### config.mk
export PLATFORM = sky130hd
export DESIGN_NAME = matrix_result_streamer
export DESIGN_NICKNAME = d
export VERILOG_FILES = /design/src/rtl/matmul_pkg.sv /design/src/rtl/mat_index_counter.sv /design/src/rtl/matrix_result_streamer.sv
export SDC_FILE = /design/constraint.sdc
export NUM_CORES = 1
export LEC_CHECK = 0
export ABC_AREA = 1
export CAP_MARGIN = 20
export CORE_AREA = 2 2 254 256
export CTS_BUF_LIST = sky130_fd_sc_hd__clkbuf_4 sky130_fd_sc_hd__clkbuf_8
export DETAILED_ROUTE_END_ITERATION = 6
export DIE_AREA = 0 0 256 258
export PLACE_DENSITY = 0.67
export SYNTH_ARGS = -nofsm -noshare
export SYNTH_HDL_FRONTEND = slang
export SYNTH_SLANG_ARGS = --single-unit
### constraint.sdc
create_clock -name clk -period 68.9 [get_ports clk]
set_input_delay 10.335 -clock clk [delete_from_list [all_inputs] [get_ports clk]]
set_output_delay 10.335 -clock clk [all_outputs]
set_load 0.05 [all_outputs]
### src/rtl/matmul_pkg.sv
`default_nettype none
// +--------------------------------------------------------------------------+
// | matmul_pkg : shared exception-flag layout and streamer state type        |
// | Revision   : 1.0                                                         |
// +--------------------------------------------------------------------------+
package matmul_pkg;

  localparam int EXC_W         = 5;
  // Bit positions follow the fpu_lib flag vector (NV DZ OF UF NX).
  localparam int EXC_INVALID   = 4;
  localparam int EXC_DIVZERO   = 3;
  localparam int EXC_OVERFLOW  = 2;
  localparam int EXC_UNDERFLOW = 1;
  localparam int EXC_INEXACT   = 0;

  typedef enum logic {
    IDLE   = 1'b0,
    STREAM = 1'b1
  } stream_state_t;

endpackage
`default_nettype wire

### src/rtl/mat_index_counter.sv
`default_nettype none
// +--------------------------------------------------------------------------+
// | mat_index_counter : row-major row/col walker with last and wrap flags    |
// | Revision          : 1.0                                                  |
// +--------------------------------------------------------------------------+
module mat_index_counter
  import matmul_pkg::*;
#(
  parameter int ROWS  = 4,
  parameter int COLS  = 4,
  parameter int ROW_W = (ROWS > 1) ? $clog2(ROWS) : 1,
  parameter int COL_W = (COLS > 1) ? $clog2(COLS) : 1
) (
  input  logic             clk,
  input  logic             rst,
  input  logic             clear,
  input  logic             advance,
  output logic [ROW_W-1:0] row,
  output logic [COL_W-1:0] col,
  output logic             last,
  output logic             wrap
);

  logic w_col_end;
  logic w_row_end;

  assign w_col_end = (col == COL_W'(COLS - 1));
  assign w_row_end = (row == ROW_W'(ROWS - 1));
  assign last      = w_col_end && w_row_end;
  assign wrap      = advance && last;

  always_ff @(posedge clk or posedge rst) begin
    if (rst) begin
      row <= '0;
      col <= '0;
    end else if (clear) begin
      row <= '0;
      col <= '0;
    end else if (advance) begin
      if (w_col_end) begin
        col <= '0;
        row <= w_row_end ? '0 : row + ROW_W'(1);
      end else begin
        col <= col + COL_W'(1);
      end
    end
  end

endmodule
`default_nettype wire

### src/rtl/matrix_result_streamer.sv
`default_nettype none
// +--------------------------------------------------------------------------+
// | matrix_result_streamer : captures a result matrix and streams it out     |
// | row-major over valid/ready with a sticky exception summary. Rev 1.0      |
// +--------------------------------------------------------------------------+
module matrix_result_streamer
  import matmul_pkg::*;
#(
  parameter int DATA_WIDTH    = 32,
  parameter int MATRIX_A_ROWS = 4,
  parameter int MATRIX_B_COLS = 4,
  localparam int ROW_W = (MATRIX_A_ROWS > 1) ? $clog2(MATRIX_A_ROWS) : 1,
  localparam int COL_W = (MATRIX_B_COLS > 1) ? $clog2(MATRIX_B_COLS) : 1
) (
  input  logic                                                  clk,
  input  logic                                                  rst,
  input  logic [MATRIX_A_ROWS-1:0][MATRIX_B_COLS-1:0][DATA_WIDTH-1:0] matrix_in,
  input  logic [MATRIX_A_ROWS-1:0][MATRIX_B_COLS-1:0][EXC_W-1:0]      exceptions_in,
  input  logic                                                  load_valid,
  output logic                                                  load_ready,
  output logic                                                  out_valid,
  input  logic                                                  out_ready,
  output logic [DATA_WIDTH-1:0]                                 out_data,
  output logic [EXC_W-1:0]                                      out_exc,
  output logic [ROW_W-1:0]                                      out_row,
  output logic [COL_W-1:0]                                      out_col,
  output logic                                                  out_last,
  output logic                                                  done,
  output logic [EXC_W-1:0]                                      exc_summary
);

  stream_state_t r_state;
  stream_state_t w_next_state;

  logic [MATRIX_A_ROWS-1:0][MATRIX_B_COLS-1:0][DATA_WIDTH-1:0] r_mat;
  logic [MATRIX_A_ROWS-1:0][MATRIX_B_COLS-1:0][EXC_W-1:0]      r_exc;
  logic [EXC_W-1:0] r_exc_summary;
  logic [EXC_W-1:0] w_exc_or;
  logic             r_done;
  logic             w_load_acc;
  logic             w_out_hs;
  logic             w_last;
  logic             w_wrap;
  logic [ROW_W-1:0] w_row;
  logic [COL_W-1:0] w_col;

  assign w_load_acc = load_valid && load_ready;
  assign w_out_hs   = out_valid && out_ready;

  mat_index_counter #(
    .ROWS (MATRIX_A_ROWS),
    .COLS (MATRIX_B_COLS)
  ) u_index (
    .clk     (clk),
    .rst     (rst),
    .clear   (w_load_acc),
    .advance (w_out_hs),
    .row     (w_row),
    .col     (w_col),
    .last    (w_last),
    .wrap    (w_wrap)
  );

  always_comb begin
    w_exc_or = '0;
    for (int r = 0; r < MATRIX_A_ROWS; r++) begin
      for (int c = 0; c < MATRIX_B_COLS; c++) begin
        w_exc_or = w_exc_or | exceptions_in[r][c];
      end
    end
  end

  always_comb begin
    w_next_state = r_state;
    load_ready   = 1'b0;
    out_valid    = 1'b0;
    case (r_state)
      IDLE: begin
        load_ready = 1'b1;
        if (load_valid) w_next_state = STREAM;
      end
      STREAM: begin
        out_valid = 1'b1;
        if (w_wrap) w_next_state = IDLE;
      end
      default: w_next_state = IDLE;
    endcase
  end

  always_ff @(posedge clk or posedge rst) begin
    if (rst) begin
      r_state       <= IDLE;
      r_done        <= 1'b0;
      r_exc_summary <= '0;
    end else begin
      r_state <= w_next_state;
      r_done  <= w_wrap;
      if (w_load_acc) r_exc_summary <= w_exc_or;
    end
  end

  // Payload storage carries no reset; it is only observed while out_valid.
  always_ff @(posedge clk) begin
    if (w_load_acc) begin
      r_mat <= matrix_in;
      r_exc <= exceptions_in;
    end
  end

  assign out_data    = out_valid ? r_mat[w_row][w_col] : '0;
  assign out_exc     = out_valid ? r_exc[w_row][w_col] : '0;
  assign out_row     = w_row;
  assign out_col     = w_col;
  assign out_last    = out_valid && w_last;
  assign done        = r_done;
  assign exc_summary = r_exc_summary;

endmodule
`default_nettype wire
==> results of run 1 <==
[worst min-delay path: stages (launching register included)]
cell and delay, ps:
dfrtp_1 350, o21ai_0 90, inv_1 50
[Yosys cell counts]
master    instances  area [um2]
nand4_1           6       37.54
nand3_1         372        1862
nor3_1            2       10.01
buf_4            15       112.6
nand2_1         896        3363
dfrtp_1          11       275.3
clkinv_1          1       3.750
clkbuf_1         26       97.59
nor4_1            5       31.28
inv_2             1       3.750
buf_8             1       15.01
o21ai_0           9       45.04
buf_6            10       112.6
edfxtp_1        592       17780
nor2_1           36       135.1
a22oi_1           1       7.510
inv_4             1       6.260
inv_1           308        1156
buf_1             9       33.78
buf_2            65       325.3
a21oi_1          38       190.2
ha_1              2       25.02
nand3b_1          5       37.54
[through the flow]
step | instances | setup WS (ps) | hold WS [ps] | instance area, um2 | total power [mW]
5_1_grt | 4004 | 53030 | 561.2 | 34670 | 1.320
3_3_place_gp | 3806 | 53830 | 500.0 | 32670 | 0.9507
3_5_place_dp | 3806 | 53680 | 505.3 | 32670 | 0.9560
2_1_floorplan | 2412 | 30540 | 806.4 | 25660 | 0.7883
4_1_cts | 3988 | 53230 | 524.1 | 34610 | 1.264
6_report | 4008 | 53380 | 522.7 | 34680 | 1.257
[final timing paths]
path / slack (ps) / to / start / cells after the start
worst min-delay path: 520 / exc_summary[0] / exc_summary[0] / 2
worst max register to register: 64630 / r_mat[151] / r_state / 4
min in group asynchronous: 10130 / u_index.col[0] / rst / 2
worst max-delay path: 53380 / out_data[25] / u_index.row[0] / 10
max in group asynchronous: 58110 / u_index.row[1] / rst / 2
worst min register to register: 520 / exc_summary[0] / exc_summary[0] / 2
[metal layers]
metal / wire length [um] / up-vias
met2: 38860 / 981
li1: - / 9251
met5: 132 / -
met3: 7165 / 174
met4: 2292 / 20
met1: 33590 / 9290
[area by class of cell]
class                      instances  area [um2]
antenna                           19       47.55
clock buffer                     132        1654
clock inverter                    50       284.0
fill                            5492       28970
inverter                         311        1181
multi-input combinational       1372        5752
sequential                       603       18060
tap                              855        1070
timing repair buffer             666        6626
[registers in the layout, summed over array words and instances (netlist names)]
| signal | flops |
|---|---|
| u_index.row | 2 |
| r_exc | 80 |
| exc_summary | 5 |
| r_state | 1 |
| u_index.col | 2 |
| r_mat | 512 |
| done | 1 |
[where the power goes]
| group | internal, mW | leakage [nW] | switching (mW) |
|---|---|---|---|
| Combinational | 0.155 | 7.44 | 0.347 |
| Clock | 0.161 | 1.04 | 0.148 |
| Sequential | 0.424 | 5.45 | 0.0216 |
| Total | 0.741 | 13.9 | 0.517 |
[cells by family (layout without fill, tap and decap cells)]
kind of cell | count (synthesis) | count (layout) | synth area share (%)
AO/OA/AOI/OAI | 48 | 48 | 0.9458
AND/OR/NAND/NOR | 1322 | 1322 | 21.34
buffers and inverters | 437 | 1159 | 7.274
flip-flops | 603 | 603 | 70.34
other | 0 | 19 | 0
adder cells (fa/ha/maj) | 2 | 2 | 0.09749
==> implementation parameters, run 1 <==
Parameter                              Value

Placement
  Routability cong.    0.8764
  Placed wire-length estimate after detailed placement    55,730 um
  Number of input and output port buffers inserted    645

Setup path
  Cell with the largest stage delay on the worst path    clkdlybuf4s50_1
  Worst Path Arrival    5180 ps
  Required time at the worst-slack endpoint    58,570 ps
  Most Frequent Cell on Critical Path    nand2_1
  Critical path buffer and inverter count    4
  Crit path capture type    output port
  Critical-path maximum fanout    96
  Biggest cell delay along the critical path    850 ps
  Worst path top cell family by delay    buffers and inverters
  Setup Crit Path Kind    flip-flop to output port
  CP Launch Type    flip-flop
  Critical path, cell by cell    inv_8 > buf_4 > buf_4 > nand2_1 > nand2_1 > nand2_1 > nand3_1 > nand3_1 > a21oi_1 > clkdlybuf4s50_1

Pwr
  Leak pwr    13.92 nW
  Areal power density over the cells    36.26 nW/um2
  VDD IR-drop max    32.70 uV

Clocking
  Clock latency reported for the late side of the worst-skew pair    710 ps
  Post CTS Setup Buffer Count    0
  Buffers from clock root to sink, at most    3
  Clock root buffer master    clkbuf_8
  Clock tree from TritonCTS    built
  Number of buffers added by the clock tree synthesis step    100
  Clk pin slew, worst setup/hold paths    70 ps
  Number of levels the H-tree was split into    3
  Post-cts repair resize count    0
  CTS Sinks    603
  Hold buffers post-CTS    0

STA
  Total setup violations reported at the end of the flow    0
  Clock Skews    31.00 ps
  Sum of negative setup slack    0 ps
  Worst slew slack as a fraction of its limit    25.29%
  Max-slew violation count    0
  Transition time at the pin with the least slew margin    1119 ps
  F_max    0.06445 GHz
  Part of the cycle the worst path needs    22.52%
  Period minus WS final    15,520 ps
  Final number of hold-violating endpoints    0
  Setup repair after global routing missed its margin    false

Flow run
  Max_cap viols    0

Global routing
  Global-route wire length before repair    120,100 um
  Global Route met2 Usage    39.11%
  Aggregate global-route resource usage    24.29%
  Largest net degree at the start of global routing    97
  Total gr overflow    0
  Met3 usage in global routing    6.223%
  Met1 usage in global routing    31.99%
  Busiest metal layer after global routing    met2
  Vias in the first global route    19,477
  Antenna violations before repair    26

Yosys
  Post-synthesis instance area    25,660 um2
  Count of cell types in the netlist    23
  Yosys reg bits    603
  Cell count after synthesis    2,412
  YS warnings    0
  Share of the yosys chip area belonging to registers    70.34%
  Post-synth net total    3,010
  Average cell area after synthesis    10.64 um2

Route
  Number of optimization iterations in the first detailed-route pass    5
  Antenna-violating nets left    0
  Post-detailed-route wirelength per cell    20.47 um
  Vias per inst    4.919
  Count of vias placed by the detailed router    19,716
  Wirelength, routed    82,040 um
  DRC violation total after the first TritonRoute iteration    1,876
  DRC violation count after routing    0

Layout
  Share of final-layout standard cells stronger than drive strength 1    6.126%
  Final nets    3,652
  Area grow syn2layout    35.13%
  Most frequent cells in the layout    896 x nand2_1, 645 x clkdlybuf4s50_1, 592 x edfxtp_1, 372 x nand3_1, 305 x inv_1
  Fin util    54.48%
  Most common library cell in the layout ignoring fill and taps    nand2_1

Floorplan
  Core Box Area    63,650 um2
  Effective utilization at floorplan    40.32%
  Cell row count    93
  Number of I/O pins    646
  Die footprint    66,050 um2
  Die Y    258 um
  DIE WIDTH    256 um

Worst hold path
  Class of the worst hold path    flip-flop to flip-flop

Status
  Run status    complete, no violations
No activity file was read; power rests on OpenSTA's default activity.
==> inputs of run 2 (changes only) <==
Settings changed: CORE_AREA 2 2 254 256 to 2 2 249 251, DIE_AREA 0 0 256 258 to 0 0 251 253, PLACE_DENSITY 0.67 to 0.69.
Clock period 68.9 ns to 15 ns, I/O delays scaled along.
==> implementation parameters, run 2 (synthesis gave the netlist of run 1 again) <==
Parameter                              Value

Layout
  Most common library cell in the layout ignoring fill and taps    nand2_1
  Most flops, register    r_mat
  Number of flip-flops in the largest register    512
  Final non-filler cell area    34,700 um2
  Number of standard cells in the final layout excluding fillers    3,955
  Share of final-layout standard cells stronger than drive strength 1    5.779%
  Final nets    3,650
  Fin util    56.85%
  Area grow syn2layout    35.20%
  Most frequent cells in the layout    896 x nand2_1, 645 x clkdlybuf4s50_1, 592 x edfxtp_1, 372 x nand3_1, 305 x inv_1

Setup path
  Critical-path maximum fanout    144
  Cell with the largest stage delay on the worst path    clkdlybuf4s50_1
  Setup Crit Path Kind    flip-flop to output port
  Reg-to-reg startpoint    r_state
  Required time at the worst-slack endpoint    12,750 ps
  Most Frequent Cell on Critical Path    nand2_1
  CP Launch Type    flip-flop
  Biggest cell delay along the critical path    840 ps
  Worst Path Arrival    5740 ps
  Critical path, cell by cell    inv_8 > buf_4 > buf_4 > nand2_1 > nand2_1 > nand2_1 > nand3_1 > nand3_1 > a21oi_1 > clkdlybuf4s50_1
  Worst path top cell family by delay    buffers and inverters
  Crit path capture type    output port
  Timing startpoint of the critical path    u_index.row[0]
  Critical path buffer and inverter count    4

Placement
  Placed wire-length estimate after detailed placement    56,000 um
  Inst Count DP    3,738
  Routability cong.    0.8962
  Total placed instance area    32,600 um2
  Number of input and output port buffers inserted    645

STA
  Period minus WS final    7993 ps
  Clock Skews    36.78 ps
  Total setup violations reported at the end of the flow    0
  Max-slew violation count    0
  Final number of hold-violating endpoints    0
  Sum of negative setup slack    0 ps
  Part of the cycle the worst path needs    53.29%
  F_max    0.1251 GHz
  Setup repair after global routing missed its margin    false
  Transition time at the pin with the least slew margin    1087 ps
  Worst slew slack as a fraction of its limit    27.51%

Route
  Antenna-violating nets left    0
  Post-detailed-route wirelength per cell    20.55 um
  Wirelength, routed    81,290 um
  Count of vias placed by the detailed router    19,756
  DRC violation total after the first TritonRoute iteration    1,873
  Number of optimization iterations in the first detailed-route pass    6
  DRC violation count after routing    0
  Vias per inst    4.995

Clocking
  Post-cts repair resize count    0
  Clock tree from TritonCTS    built
  CTS Sinks    603
  Clock root buffer master    clkbuf_8
  Number of levels the H-tree was split into    3
  Post CTS Setup Buffer Count    0
  Number of buffers added by the clock tree synthesis step    101
  Hold buffers post-CTS    0
  Clock latency reported for the late side of the worst-skew pair    700 ps
  Buffers from clock root to sink, at most    3
  Clk pin slew, worst setup/hold paths    60 ps

Floorplan
  Cell row count    91
  Die Y    253 um
  Effective utilization at floorplan    42.05%
  Core Box Area    61,030 um2
  Number of I/O pins    646
  Die footprint    63,500 um2
  DIE WIDTH    251 um

Pwr
  Areal power density over the cells    167.5 nW/um2
  VDD IR-drop max    171.6 uV
  Leak pwr    13.92 nW

Global routing
  Aggregate global-route resource usage    25.03%
  Total gr overflow    0
  Global-route wire length before repair    117,600 um
  Vias in the first global route    19,775
  Largest net degree at the start of global routing    183
  Antenna violations before repair    42

Status
  Run status    complete, no violations

Worst hold path
  Class of the worst hold path    flip-flop to flip-flop
  Hold path startpoint    exc_summary[2]

Flow run
  Max_cap viols    0
[run 2: per-layer routing]
metal / routed length (um) / vias up / global-route usage, %
met5: 144 / - / 0
met4: 3095 / 20 / 13.18
met3: 7995 / 187 / 6.846
met2: 37990 / 961 / 39.29
met1: 32060 / 9330 / 31.80
li1: - / 9258 / -
[run 2: area by class of cell]
cell class                      count  area [um2]
Fill cell                        5167       26330
Sequential cell                   603       18060
Timing Repair Buffer              663        6636
Multi-Input combinational cell   1372        5752
Clock buffer                      129        1632
Inverter                          311        1182
Tap cell                          790       988.4
Clock inverter                     54       359.1
Antenna cell                       33       82.58
[run 2: final timing paths]
kind                            slack (ps)             end  depth (start not counted)
worst max register to register       11800      r_mat[174]                          4
worst min register to register         510  exc_summary[2]                          2
worst max-delay path                  7010     out_data[6]                         10
max in group asynchronous            12260  u_index.col[0]                          2
worst min-delay path                   510  exc_summary[2]                          2
min in group asynchronous             2060  exc_summary[1]                          2
[run 2: worst reg2reg max path: cells and delay by family, from the launching register on]
family                 cells  cell delay (ps)
DFF                        1              460
and+or+nand+nor            1              180
buffers and inverters      3             1940
[run 2: power breakdown]
| part | internal [mW] | switching, mW | leakage, nW | total (mW) |
|---|---|---|---|---|
| Combinational | 0.715 | 1.59 | 7.43 | 2.31 |
| Clock | 0.782 | 0.667 | 1.04 | 1.45 |
| Sequential | 1.95 | 0.110 | 5.45 | 2.06 |
| Total | 3.44 | 2.37 | 13.9 | 5.81 |
[run 2: through the flow]
stage / power, mW / hold WS (ps) / worst slack, ps
floorplan: 3.558 / 830.8 / 2839
global placement: 4.364 / 494.9 / 7903
detailed placement: 4.387 / 489.5 / 7853
CTS: 5.842 / 510.2 / 7043
global route: 6.088 / 526.5 / 6695
finish: 5.813 / 510.5 / 7007
==> inputs of run 3 (changes only) <==
Clock period 15 ns to 7.9 ns, I/O delays scaled along.
==> implementation parameters, run 3 (synthesis gave the netlist of run 1 again) <==
Parameter                              Value

Flow run
  Max_cap viols    0

Clocking
  Clk pin slew, worst setup/hold paths    60 ps
  Number of levels the H-tree was split into    3
  Post CTS Setup Buffer Count    0
  Post-cts repair resize count    0
  Clock root buffer master    clkbuf_8
  CTS Sinks    603
  Number of buffers added by the clock tree synthesis step    101
  Clock tree from TritonCTS    built
  Buffers from clock root to sink, at most    3
  Clock latency reported for the late side of the worst-skew pair    690 ps
  Hold buffers post-CTS    0

STA
  Part of the cycle the worst path needs    71.33%
  Final-layout worst hold slack    519.9 ps
  Final number of hold-violating endpoints    0
  Clock Skews    15.18 ps
  Period minus WS final    5635 ps
  Transition time at the pin with the least slew margin    1149 ps
  Worst slew slack as a fraction of its limit    23.28%
  Total setup violations reported at the end of the flow    0
  Setup slack after layout    2265 ps
  Max-slew violation count    0
  F_max    0.1774 GHz
  Setup repair after global routing missed its margin    false

Setup path
  Crit path capture type    output port
  Worst Path Arrival    4450 ps
  Required time at the worst-slack endpoint    6710 ps
  Setup Crit Path Kind    flip-flop to output port
  Critical-path maximum fanout    102
  Worst path top cell family by delay    buffers and inverters
  Biggest cell delay along the critical path    840 ps
  Most Frequent Cell on Critical Path    nand3_1
  Cell with the largest stage delay on the worst path    clkdlybuf4s50_1
  Critical path buffer and inverter count    3
  CP Launch Type    flip-flop
  Critical path, cell by cell    inv_6 > buf_4 > nand3_1 > nand3_1 > nand3_1 > a21oi_1 > clkdlybuf4s50_1

Layout
  Area of combinational cells with multiple inputs    5756 um2
  Fillers    5,221
  Number of standard cells in the final layout excluding fillers    3,959
  Most flops, register    r_mat
  Most common library cell in the layout ignoring fill and taps    nand2_1
  Fin util    56.85%
  Sequential standard cell area    18,060 um2
  Area grow syn2layout    35.20%
  Most frequent cells in the layout    896 x nand2_1, 645 x clkdlybuf4s50_1, 592 x edfxtp_1, 372 x nand3_1, 304 x inv_1
  Final nets    3,652
  Share of final-layout standard cells stronger than drive strength 1    5.897%
  Number of flip-flops in the largest register    512

Global routing
  Global-route wire length before repair    119,200 um
  Vias in the first global route    19,556
  Total gr overflow    0
  Aggregate global-route resource usage    25.47%
  Largest net degree at the start of global routing    169
  Antenna violations before repair    42

Floorplan
  Core Box Area    61,030 um2
  DIE WIDTH    251 um
  Effective utilization at floorplan    42.05%
  Cell row count    91
  Die footprint    63,500 um2
  Die Y    253 um
  Number of I/O pins    646

Route
  Count of vias placed by the detailed router    19,764
  Wirelength, routed    83,220 um
  Post-detailed-route wirelength per cell    21.02 um
  Vias per inst    4.992
  Number of optimization iterations in the first detailed-route pass    6
  Antenna-violating nets left    0
  DRC violation total after the first TritonRoute iteration    2,012
  DRC violation count after routing    0

Placement
  Placed wire-length estimate after detailed placement    56,730 um
  Setup Slack @ Placement    3094 ps
  Routability cong.    0.8946
  Inst Count DP    3,741
  Number of input and output port buffers inserted    645

Pwr
  VDD IR-drop max    217.2 uV
  Overall power    11.01 mW
  Areal power density over the cells    317.4 nW/um2
  Leak pwr    13.92 nW

Worst hold path
  Class of the worst hold path    flip-flop to flip-flop

Status
  Run status    complete, no violations
==> run 3: report_power, final <==
| part | switching, mW | total [mW] | internal (mW) |
|---|---|---|---|
| sequential | 0.171 | 3.87 | 3.70 |
| clock | 1.29 | 2.67 | 1.38 |
| combinational | 3.09 | 4.47 | 1.38 |
==> run 3: layer usage <==
metal	vias to the layer above	wire (um)	track usage, %
met5	-	136	0
met4	22	3007	12.50
met3	176	8008	7.216
met2	997	38860	39.68
met1	9296	33210	32.81
li1	9273	-	-
==> run 3: final cells by class <==
class / count / share of cell area, %
Clock buffer: 132 / 4.677
Timing Repair Buffer: 665 / 19.28
Sequential cell: 603 / 52.07
Multi-Input combinational cell: 1372 / 16.59
Tap cell: 790 / 2.849
Inverter: 311 / 3.440
Clock inverter: 54 / 0.8691
Antenna cell: 32 / 0.2308
==> run 3: worst reg2reg max path: cells and delay by family, from the launching register on <==
family / cells / cell delay [ps]
buffers and inverters: 2 / 1270
and+or+nand+nor: 1 / 540
DFF: 1 / 460
==> run 3: per-stage QoR <==
step	setup TNS, ps	instance area (um2)
global placement	0	32660
finish	0	34700
global route	0	34690
CTS	0	34620
floorplan	-1517840	25690
detailed placement	0	32690
==> run 3: final timing paths <==
check	from	to	slack [ps]	cells after the start
max in group asynchronous	rst	u_index.row[1]	6230	2
min	exc_summary[2]	exc_summary[2]	520	2
max	u_index.row[1]	out_data[25]	2260	7
min in group asynchronous	rst	exc_summary[0]	990	2
max reg2reg	r_state	r_mat[193]	5190	3
min reg2reg	exc_summary[2]	exc_summary[2]	520	2
